`src/rtl/serial_adder.sv`:
```
// Bit-serial adder: one full-adder stage, LSB first, WIDTH clocks per result.
// Result registers hold their values in IDLE until the next accepted start.
module serial_adder #(
    parameter int unsigned WIDTH = 8
) (
    input  logic             clk,
    input  logic             rst_n,
    input  logic             start,
    input  logic [WIDTH-1:0] a,
    input  logic [WIDTH-1:0] b,
    input  logic             cin,
    output logic             busy,
    output logic             done,
    output logic [WIDTH-1:0] sum,
    output logic             cout,
    output logic             ovf
);

    localparam int unsigned CW = (WIDTH > 1) ? $clog2(WIDTH) : 1;

    typedef enum logic {
        StIdle,
        StRun
    } state_e;

    state_e           r_state;
    state_e           w_state_next;
    logic             w_accept;

    logic [WIDTH-1:0] r_a;
    logic [WIDTH-1:0] r_b;
    logic [WIDTH-1:0] r_sum;
    logic [CW-1:0]    r_cnt;
    logic             r_carry;
    logic             r_done;
    logic             r_cout;
    logic             r_ovf;

    logic             w_s;
    logic             w_c;
    logic             w_last;

    assign w_s    = r_a[0] ^ r_b[0] ^ r_carry;
    assign w_c    = (r_a[0] & r_b[0]) | (r_a[0] & r_carry) | (r_b[0] & r_carry);
    assign w_last = (r_cnt == CW'(WIDTH - 1));

    always_ff @(posedge clk or negedge rst_n) begin
        if (!rst_n) begin
            r_state <= StIdle;
        end else begin
            r_state <= w_state_next;
        end
    end

    always_comb begin
        w_state_next = r_state;
        w_accept     = 1'b0;
        unique case (r_state)
            StIdle: begin
                if (start) begin
                    w_accept     = 1'b1;
                    w_state_next = StRun;
                end
            end
            StRun: begin
                if (w_last) begin
                    w_state_next = StIdle;
                end
            end
            default: w_state_next = StIdle;
        endcase
    end

    always_ff @(posedge clk or negedge rst_n) begin
        if (!rst_n) begin
            r_a     <= '0;
            r_b     <= '0;
            r_sum   <= '0;
            r_cnt   <= '0;
            r_carry <= 1'b0;
            r_done  <= 1'b0;
            r_cout  <= 1'b0;
            r_ovf   <= 1'b0;
        end else begin
            r_done <= 1'b0;
            if (w_accept) begin
                r_a     <= a;
                r_b     <= b;
                r_carry <= cin;
                r_cnt   <= '0;
                r_sum   <= '0;
            end else if (r_state == StRun) begin
                r_sum   <= {w_s, r_sum[WIDTH-1:1]};
                r_a     <= r_a >> 1;
                r_b     <= r_b >> 1;
                r_carry <= w_c;
                r_cnt   <= r_cnt + 1'b1;
                // r_carry here is the carry into the MSB stage.
                if (w_last) begin
                    r_cout <= w_c;
                    r_ovf  <= r_carry ^ w_c;
                    r_done <= 1'b1;
                end
            end
        end
    end

    assign busy = (r_state == StRun);
    assign done = r_done;
    assign sum  = r_sum;
    assign cout = r_cout;
    assign ovf  = r_ovf;

endmodule
```
`config.mk`:
```
export PLATFORM = sky130hd
export DESIGN_NAME = serial_adder
export DESIGN_NICKNAME = d
export VERILOG_FILES = /design/src/rtl/serial_adder.sv
export SDC_FILE = /design/constraint.sdc
export NUM_CORES = 1
export LEC_CHECK = 0
export BUFFER_PORTS_ARGS = -buffer_cell sky130_fd_sc_hd__buf_2
export CAP_MARGIN = 20
export CORE_AREA = 8 8 78 80
export DETAILED_ROUTE_END_ITERATION = 6
export DIE_AREA = 0 0 86 88
export PLACE_DENSITY = 0.49
export SLEW_MARGIN = 20
export SYNTH_ARGS = -nofsm -noshare
export SYNTH_HDL_FRONTEND = slang
export SYNTH_SLANG_ARGS = --single-unit
```
`constraint.sdc`:
```
create_clock -name clk -period 4.1 [get_ports clk]
set_input_delay 0.41 -clock clk [delete_from_list [all_inputs] [get_ports clk]]
set_output_delay 0.41 -clock clk [all_outputs]
set_load 0.1 [all_outputs]
```
# After elaboration in Yosys (flattened, before gate mapping)
# Cells that the tools add are included.
[op_classes]
order_cmp = 0
n_mux = 17
eq_ne = 1
div = 0
n_mul = 0
n_reduce_logical = 2
shifts = 0
addsub = 1
bitwise = 10
[ops]
columns = ["op", "n"]
rows = [
  ["two-way mux 8 bit", 6],
  ["two-way mux 1 bit", 8],
  ["two-way mux 3 bit", 2],
  ["adder 3 x 1 -> 3 bit (second input constant)", 1],
  ["AND 1 bit", 3],
  ["== test 3 bit (second input constant)", 1],
  ["AND reduction 3 bit", 1],
  ["bitwise XOR 1 bit", 3],
  ["NOT 1 bit", 2],
  ["bitwise OR 1 bit", 2],
  ["case mux 1 bit (2 select lines)", 1],
  ["nonzero test 2 bit", 1],
]
[word_totals]
mem_count = 0
latchBits = 0
regBits = 32
ram_bits = 0
elab_cells = 40
output_inout_bits = 12
romBits = 0
input_bits = 20

# Depth between registers and ports, before layout
# Gate-level depths: netlist (run 1).
[depth]
ltp_word = 5
depth_mapped = 4
mapped_depth_nobuf = 4

# Worst setup path before layout (run 1)
# Ideal clock, no wire load.
[synth_path]
kind = "reg2reg"
from = "register r_state (netlist: busy)"
to = "register r_sum[2] (netlist: sum[2])"
path_buffers = 2
path_slack_ns = 2.440
t_arrival_ns = 1.537
setup_ns = 0.123
stages_incl_launch_ff = 5
synth_period_minus_slack_ns = 1.660
t_required_ns = 3.977
path_cell_list = "dfrtp_1 buf_4 nor2_4 buf_6 a22o_1"
[synth_via]
elab_chain_cells = 2
word_cells_on_any_way = 3
classes_between = "2 x mux; 1 x reduce/logical"
[synth_lines]
columns = ["element", "line_no", "text"]
rows = [
  ["start, declared", "26", "state_e r_state;"],
  ["start signal, assigned", "49", "r_state <= StIdle;"],
  ["start signal, assigned", "51", "r_state <= w_state_next;"],
  ["two-way mux 1 bit", "58", "unique case (r_state)"],
  ["two-way mux 8 bit / nonzero test 2 bit (equally long branches)", "-", ""],
  ["end signal, assigned", "93", "r_sum <= {w_s, r_sum[WIDTH-1:1]};"],
  ["end, declared", "32", "logic [WIDTH-1:0] r_sum;"],
]
# Several ways; a longest one is shown, not always the timed one.
# A chain may end at the register's enable or synchronous reset.

# Worst setup path after layout (run 1)
[layout_path]
from = "register r_sum[2] (netlist: sum[2])"
to = "output port sum[2]"
[layout_lines]
columns = ["element", "line_no", "text"]
rows = [
  ["end, declared", "14", "output logic [WIDTH-1:0] sum,"],
]
# No word-level cell between the ends.

==> flow_metrics.env, run 1 <==
export IMPL_status="completed"
export IMPL_synth_nets=137
export IMPL_finalPower_mw=1.434
export IMPL_path_delay_family="buffers and inverters"
export IMPL_drc_errors=0
export IMPL_antenna_found_initial=0
export IMPL_finalCriticalPeriod_ps=1517
export IMPL_worstMarginPinSlew_ps=710.3
export IMPL_clockRootBuffer="clkbuf_8"
export IMPL_rsz0062_at_grt="false"
export IMPL_fmax_mhz=659.0
export IMPL_cp_end_kind="output port"
export IMPL_htreeDepth=2
export IMPL_cts_made_buffers=5
export IMPL_dp_cells=208
export IMPL_overflow=0
export IMPL_drv_slew=0
export IMPL_finalSetupTns_ps=0
export IMPL_grt_pass1_vias=1019
export IMPL_die_y_um=88
export IMPL_cts_tree="done"
export IMPL_worst_path_buf_inv=1
export IMPL_cts_setup_buffers=0
export IMPL_cts_hold_buffers=0
export IMPL_worst_setup_path_type="flop to output port"
export IMPL_ys_ff_latch=32
export IMPL_synthMuxAreaShare_pct=15.19
export IMPL_portBuffers=31
export IMPL_placed_area_um2=1580
export IMPL_cellPowerDensity_nw_per_um2=869.6
export IMPL_worstPathRequired_ps=3690
export IMPL_final_nets=168
export IMPL_r2r_setup_slack_ps=2720
export IMPL_max_slew_margin_pct=52.65
export IMPL_vias_per_cell=4.352
export IMPL_syn_to_final_growth_pct=17.78
export IMPL_post_synth_instance_area_um2=1400
export IMPL_start_util_pct=28.50
export IMPL_synth_xor_area_share_pct=0.6256
export IMPL_finalSetupViolCount=0
export IMPL_leakagePower_nw=0.8381
export IMPL_yosys_area_share_simple_pct=5.541
export IMPL_r2r_end="ovf$_DFFE_PN0P_"
export IMPL_place_gp_congestion=0.6513
export IMPL_firstDrtPassIters=4
export IMPL_crit_slowest_cell="buf_2"
export IMPL_vias=927
export IMPL_seq_area_frac_synth_pct=57.19
export IMPL_synth_fa_ha_area_share_pct=3.217
export IMPL_yosysWarnings=0
export IMPL_die_x_um=86
export IMPL_rr_worst_depth=4
export IMPL_synth_top_family_by_area="multiplexers"
export IMPL_synth_compound_area_share_pct=11.62
export IMPL_synthDistinctLibCells=20
export IMPL_syn_area_per_cell_um2=12.28
export IMPL_track_usage_pct=7.618
export IMPL_fin_crit_sh_pct=37.01
export IMPL_grt_pass1_wl_um=4471
export IMPL_core_area_um2=4912
export IMPL_hold_viol=0
export IMPL_cts_num_sinks=32
export IMPL_timing_rr_start="r_a[0]$_DFFE_PN0P_"
export IMPL_crit_fanout=3
export IMPL_final_area_um2=1649
export IMPL_clock_latency_ps=280
export IMPL_grt_max_degree=46
export IMPL_dp_hpwl_um=1887
export IMPL_nFillCells=516
export IMPL_cts_path_max_buffers=2
export IMPL_arrival_ps=1110
export IMPL_cts_resized=0
export IMPL_critPathLaunchType="flop"
export IMPL_irDropWorstVdd_mv=0.2922
export IMPL_hold_path_class="input port to asynchronous set/reset pin"
export IMPL_rows=26
export IMPL_instances_no_fill=213
export IMPL_final_layout_size_suffix_gt1_share_pct=28.67
export IMPL_clkTransAtPathRegs_ps=60
export IMPL_ant_nets=0
export IMPL_routed_wl_um=2677
export IMPL_syn_inst=114
export IMPL_diodes=0
export IMPL_timing_clock_skew_ps=5.176
export IMPL_die_area_um2=7568
export IMPL_wl_per_cell_um=12.57
export IMPL_drv_cap=0
export IMPL_cp_slowest_stage_delay_ps=440
export IMPL_io_pins=32
export IMPL_crit_start="sum[2]$_DFFE_PN0P_"
export IMPL_path_cells="buf_2"
export IMPL_drt_initial_drc_count=27
[layout make-up]
type	count	area, um2	share of cell area, %
multi-input cells	68	506.7	30.73
repair buffers	32	162.7	9.863
flip-flops and latches	32	800.8	48.56
well taps	70	87.58	5.311
inverters	6	22.52	1.366
clock buffers	5	68.82	4.173
[per-layer routing]
layer / routed length (um) / GRT usage [%]
met5: 0 / 0
met2: 1181 / 11.83
met3: 208 / 4.597
met1: 1256 / 8.500
met4: 30 / 2.389
[kinds of logic after synthesis]
group                      Yosys count
adders and majority gates            3
DFF                                 32
and+or+nand+nor                     18
xor gates and xnor gates             1
buffers and inverters               14
muxes                               21
AOI/OAI and AO/OA                   25
[sequential cells by signal, indices dropped and copies added (netlist names)]
name     count
r_a          8
r_b          8
sum          8
r_cnt        3
busy         1
cout         1
done         1
ovf          1
r_carry      1
[cells in the mapped netlist]
cell / number / area, um2
a21oi_1: 1 / 5.000
a22o_1: 10 / 87.58
buf_12: 1 / 20.02
buf_2: 3 / 15.01
buf_4: 1 / 7.510
buf_6: 2 / 22.52
clkbuf_2: 1 / 5.000
dfrtp_1: 32 / 800.8
fa_1: 1 / 20.02
ha_1: 2 / 25.02
inv_1: 6 / 22.52
mux2_2: 2 / 22.52
mux2i_1: 19 / 190.2
nand2_1: 14 / 52.55
nand2_2: 1 / 6.260
nor2_1: 2 / 7.510
nor2_4: 1 / 11.26
o21ai_0: 7 / 35.03
o21ai_1: 7 / 35.03
xnor2_1: 1 / 8.760
[through the flow]
stage | hold slack (ps) | worst slack, ps | util, %
5_1_grt | 237.2 | 2534 | 33.57
6_report | 178.6 | 2583 | 33.57
3_5_place_dp | 478.0 | 2665 | 32.17
4_1_cts | 208.8 | 2573 | 33.57
3_3_place_gp | 460.9 | 2679 | 32.17
2_1_floorplan | 114.4 | 2440 | -
[report_power, final]
| part | switching, mW | total [mW] | internal [mW] | leakage [nW] |
|---|---|---|---|---|
| registers | 0.0712 | 0.511 | 0.439 | 0.418 |
| logic | 0.528 | 0.711 | 0.183 | 0.384 |
| clock network | 0.103 | 0.212 | 0.109 | 0.0359 |
| total | 0.703 | 1.43 | 0.731 | 0.838 |
[how the worst max path moves through the flow]
| stage | end | slack [ps] | cells after the start |
|---|---|---|---|
| 2_1_floorplan | sum[2]$_DFFE_PN0P_ | 2440 | 4 |
| 3_3_place_gp | r_cnt[0]$_DFFE_PN0P_ | 2680 | 3 |
| 3_5_place_dp | r_cnt[0]$_DFFE_PN0P_ | 2670 | 3 |
| 4_1_cts | sum[4] | 2570 | 1 |
| 5_1_grt | sum[5] | 2530 | 1 |
| 6_report | sum[2] | 2580 | 1 |
[cells in the final DEF (no fill, tap or decap), drive strengths merged, types with 3 or more instances in the layout]
master  instances
dfrtp          32
o21ai          14
buf            32
mux2i          19
nand2          15
a22o           10
nor2            3
inv             6
clkbuf          5
(Power assumes the default switching activity.)
==> run 2, diff against run 1 <==
--- a/config.mk
+++ b/config.mk
@@ -10,7 +10,7 @@
 export CORE_AREA = 8 8 78 80
 export DETAILED_ROUTE_END_ITERATION = 6
 export DIE_AREA = 0 0 86 88
-export PLACE_DENSITY = 0.49
+export PLACE_DENSITY = 0.51
 export SLEW_MARGIN = 20
 export SYNTH_ARGS = -nofsm -noshare
 export SYNTH_HDL_FRONTEND = slang
==> constraint.sdc (replaced) <==
create_clock -name clk -period 1.2 [get_ports clk]
set_input_delay 0.12 -clock clk [delete_from_list [all_inputs] [get_ports clk]]
set_output_delay 0.12 -clock clk [all_outputs]
set_load 0.1 [all_outputs]
==> run 2 against run 1 <==
The flow now finishes with violations (setup timing). Via count increased by 6.7%. Non-clock buffer count increased by 13. Sequential power grew to 3.8 times the previous value. Global-route usage rose by 0.61 points. Wire length grew 11%. Cell count rose by 8.0%. Critical endpoint is now ovf$_DFFE_PN0P_.
==> flow_metrics.env, run 2 (synthesis results as in run 1) <==
export IMPL_instances_no_fill=230
export IMPL_finalPower_mw=5.964
export IMPL_fin_crit_sh_pct=110.9
export IMPL_diodes=0
export IMPL_max_slew_margin_pct=67.68
export IMPL_clkTransAtPathRegs_ps=60
export IMPL_worstPathRequired_ps=1360
export IMPL_ant_nets=0
export IMPL_drv_slew=0
export IMPL_cts_made_buffers=5
export IMPL_vias_per_cell=4.300
export IMPL_htreeDepth=2
export IMPL_drv_cap=0
export IMPL_syn_to_final_growth_pct=41.82
export IMPL_final_cell_mix="dfrtp_1, buf_2, mux2i_1"
export IMPL_leakagePower_nw=0.9662
export IMPL_cts_path_max_buffers=2
export IMPL_overflow=0
export IMPL_worst_setup_path_type="flop to flop"
export IMPL_vias=989
export IMPL_drt_initial_drc_count=26
export IMPL_cp_slowest_stage_delay_ps=400
export IMPL_fmax_mhz=751.2
export IMPL_cts_tree="done"
export IMPL_finalSetupViolCount=3
export IMPL_portBuffers=31
export IMPL_hold_viol=0
export IMPL_wl_per_cell_um=12.91
export IMPL_crit_slowest_cell="fa_2"
export IMPL_path_cells="inv_2 > fa_2 > xnor2_1 > mux2_4"
export IMPL_firstDrtPassIters=4
export IMPL_final_common_cell="dfrtp_1"
export IMPL_routed_wl_um=2969
export IMPL_cellPowerDensity_nw_per_um2=3003
export IMPL_irDropWorstVdd_mv=1.128
export IMPL_antenna_found_initial=0
export IMPL_die_x_um=86
export IMPL_grt_pass1_wl_um=4905
export IMPL_arrival_ps=1490
export IMPL_sw_frac_of_total_pct=43.91
export IMPL_clockRootBuffer="clkbuf_8"
export IMPL_critPathLaunchType="flop"
export IMPL_core_area_um2=4912
export IMPL_violations="setup timing"
export IMPL_clock_latency_ps=280
export IMPL_hold_path_class="input port to flop"
export IMPL_pwr_share_clk_pct=14.8
export IMPL_io_pins=32
export IMPL_status="complete, but fails checks"
export IMPL_p_int_mw=3.345
export IMPL_die_y_um=88
export IMPL_p_sw_mw=2.619
export IMPL_crit_fanout=2
export IMPL_worstMarginPinSlew_ps=488.1
export IMPL_start_util_pct=28.50
export IMPL_place_gp_congestion=0.7391
export IMPL_final_layout_size_suffix_gt1_share_pct=39.38
export IMPL_grtUsageMet3_pct=3.940
export IMPL_grt_met1_usage_pct=9.328
export IMPL_drc_errors=0
export IMPL_cts_num_sinks=32
export IMPL_rows=26
export IMPL_dp_hpwl_um=2195
export IMPL_rsz0062_at_grt="true"
export IMPL_finalCriticalPeriod_ps=1331
export IMPL_final_nets=182
export IMPL_busiest_layer="met2"
export IMPL_dp_cells=217
export IMPL_cp_end_kind="flop"
export IMPL_grt_max_degree=21
export IMPL_p_seq_share_pct=32.5
export IMPL_die_area_um2=7568
export IMPL_track_usage_pct=8.228
export IMPL_use_met2_pct=13.02
export IMPL_grt_pass1_vias=1064
export IMPL_timing_clock_skew_ps=6.568
export IMPL_layout_setup_ws_ps=-131.2
export IMPL_combPwrFrac_pct=52.6
-- run 2: cell types whose count changed in the layout (fill, tap and decap cells not counted), moves of 2 or more --
cell and delta:
inv_1 -3, ha_1 -2, buf_12 +11, buf_2 -11
clkbuf_8 +2, buf_4 +11, inv_2 +3
-- run 2: power groups by stage --
stage                     sequential [mW]  clock [mW]  combinational, mW
after global placement               1.92           0               2.96
after detailed placement             1.94           0               3.03
final                                1.94       0.883               3.14
after floorplan                      2.91           0               1.02
after CTS                            1.93       0.923               3.06
after global routing                 2.00       0.967               3.36
-- run 2: routing by layer --
layer / vias up / share of wire [%]
li1: 480 / -
met1: 477 / 47
met2: 28 / 45
met3: 4 / 7.8
met4: 0 / 0.84
met5: - / 0
-- run 2: what timing repair did --
action                     in CTS  in global routing
hold endpoints to repair       18                  0
gates resized for setup         3                  3
pin swaps                       2                  3
hold buffers                    1                  0
gates cloned                    0                  1
setup buffers                   1                  2
setup endpoints to repair       5                  6
-- run 2: worst paths after layout --
| path | start | to | slack, ps | cells past startpoint |
|---|---|---|---|---|
| min in group asynchronous | rst_n | sum[0]$_DFFE_PN0P_ | 330 | 2 |
| hold reg to reg | r_a[3]$_DFFE_PN0P_ | r_a[2]$_DFFE_PN0P_ | 480 | 2 |
| max in group asynchronous | rst_n | r_b[5]$_DFFE_PN0P_ | 370 | 3 |
| setup / recovery | r_carry$_DFFE_PN0P_ | ovf$_DFFE_PN0P_ | -130 | 4 |
| setup reg to reg | r_carry$_DFFE_PN0P_ | ovf$_DFFE_PN0P_ | -130 | 4 |
| hold / removal | b[7] | r_b[7]$_DFFE_PN0P_ | 100 | 3 |
-- run 2: metrics by stage --
step                      setup TNS, ps  utilization, %  hold slack (ps)  area (um2)  worst slack [ps]
after floorplan                  -527.4               -           -175.6        1428            -74.50
after global placement           -193.8           37.21            82.53        1828            -89.78
after detailed placement         -282.9           37.21            98.34        1828            -132.0
after CTS                        -229.1           39.71            93.24        1951            -120.7
after global routing             -371.7           40.42            115.6        1986            -157.8
final                            -239.9           40.42            96.88        1986            -131.2
-- run 2: cell type report --
class	instances	area, um2
flip-flops and latches	32	804.5
clock buffers	8	100.1
fillers	488	2927
well taps	70	87.58
repair buffers	45	431.7
multi-input cells	69	539.3
inverters	6	22.52
-- run 2: worst max-delay path, delay by kind of cell, from the launching register on --
kind | cells | cell delay, ps
flip-flops | 1 | 360
XOR/XNOR | 1 | 140
buffers and inverters | 1 | 50
adder cells (fa/ha/maj) | 1 | 400
multiplexers | 1 | 260
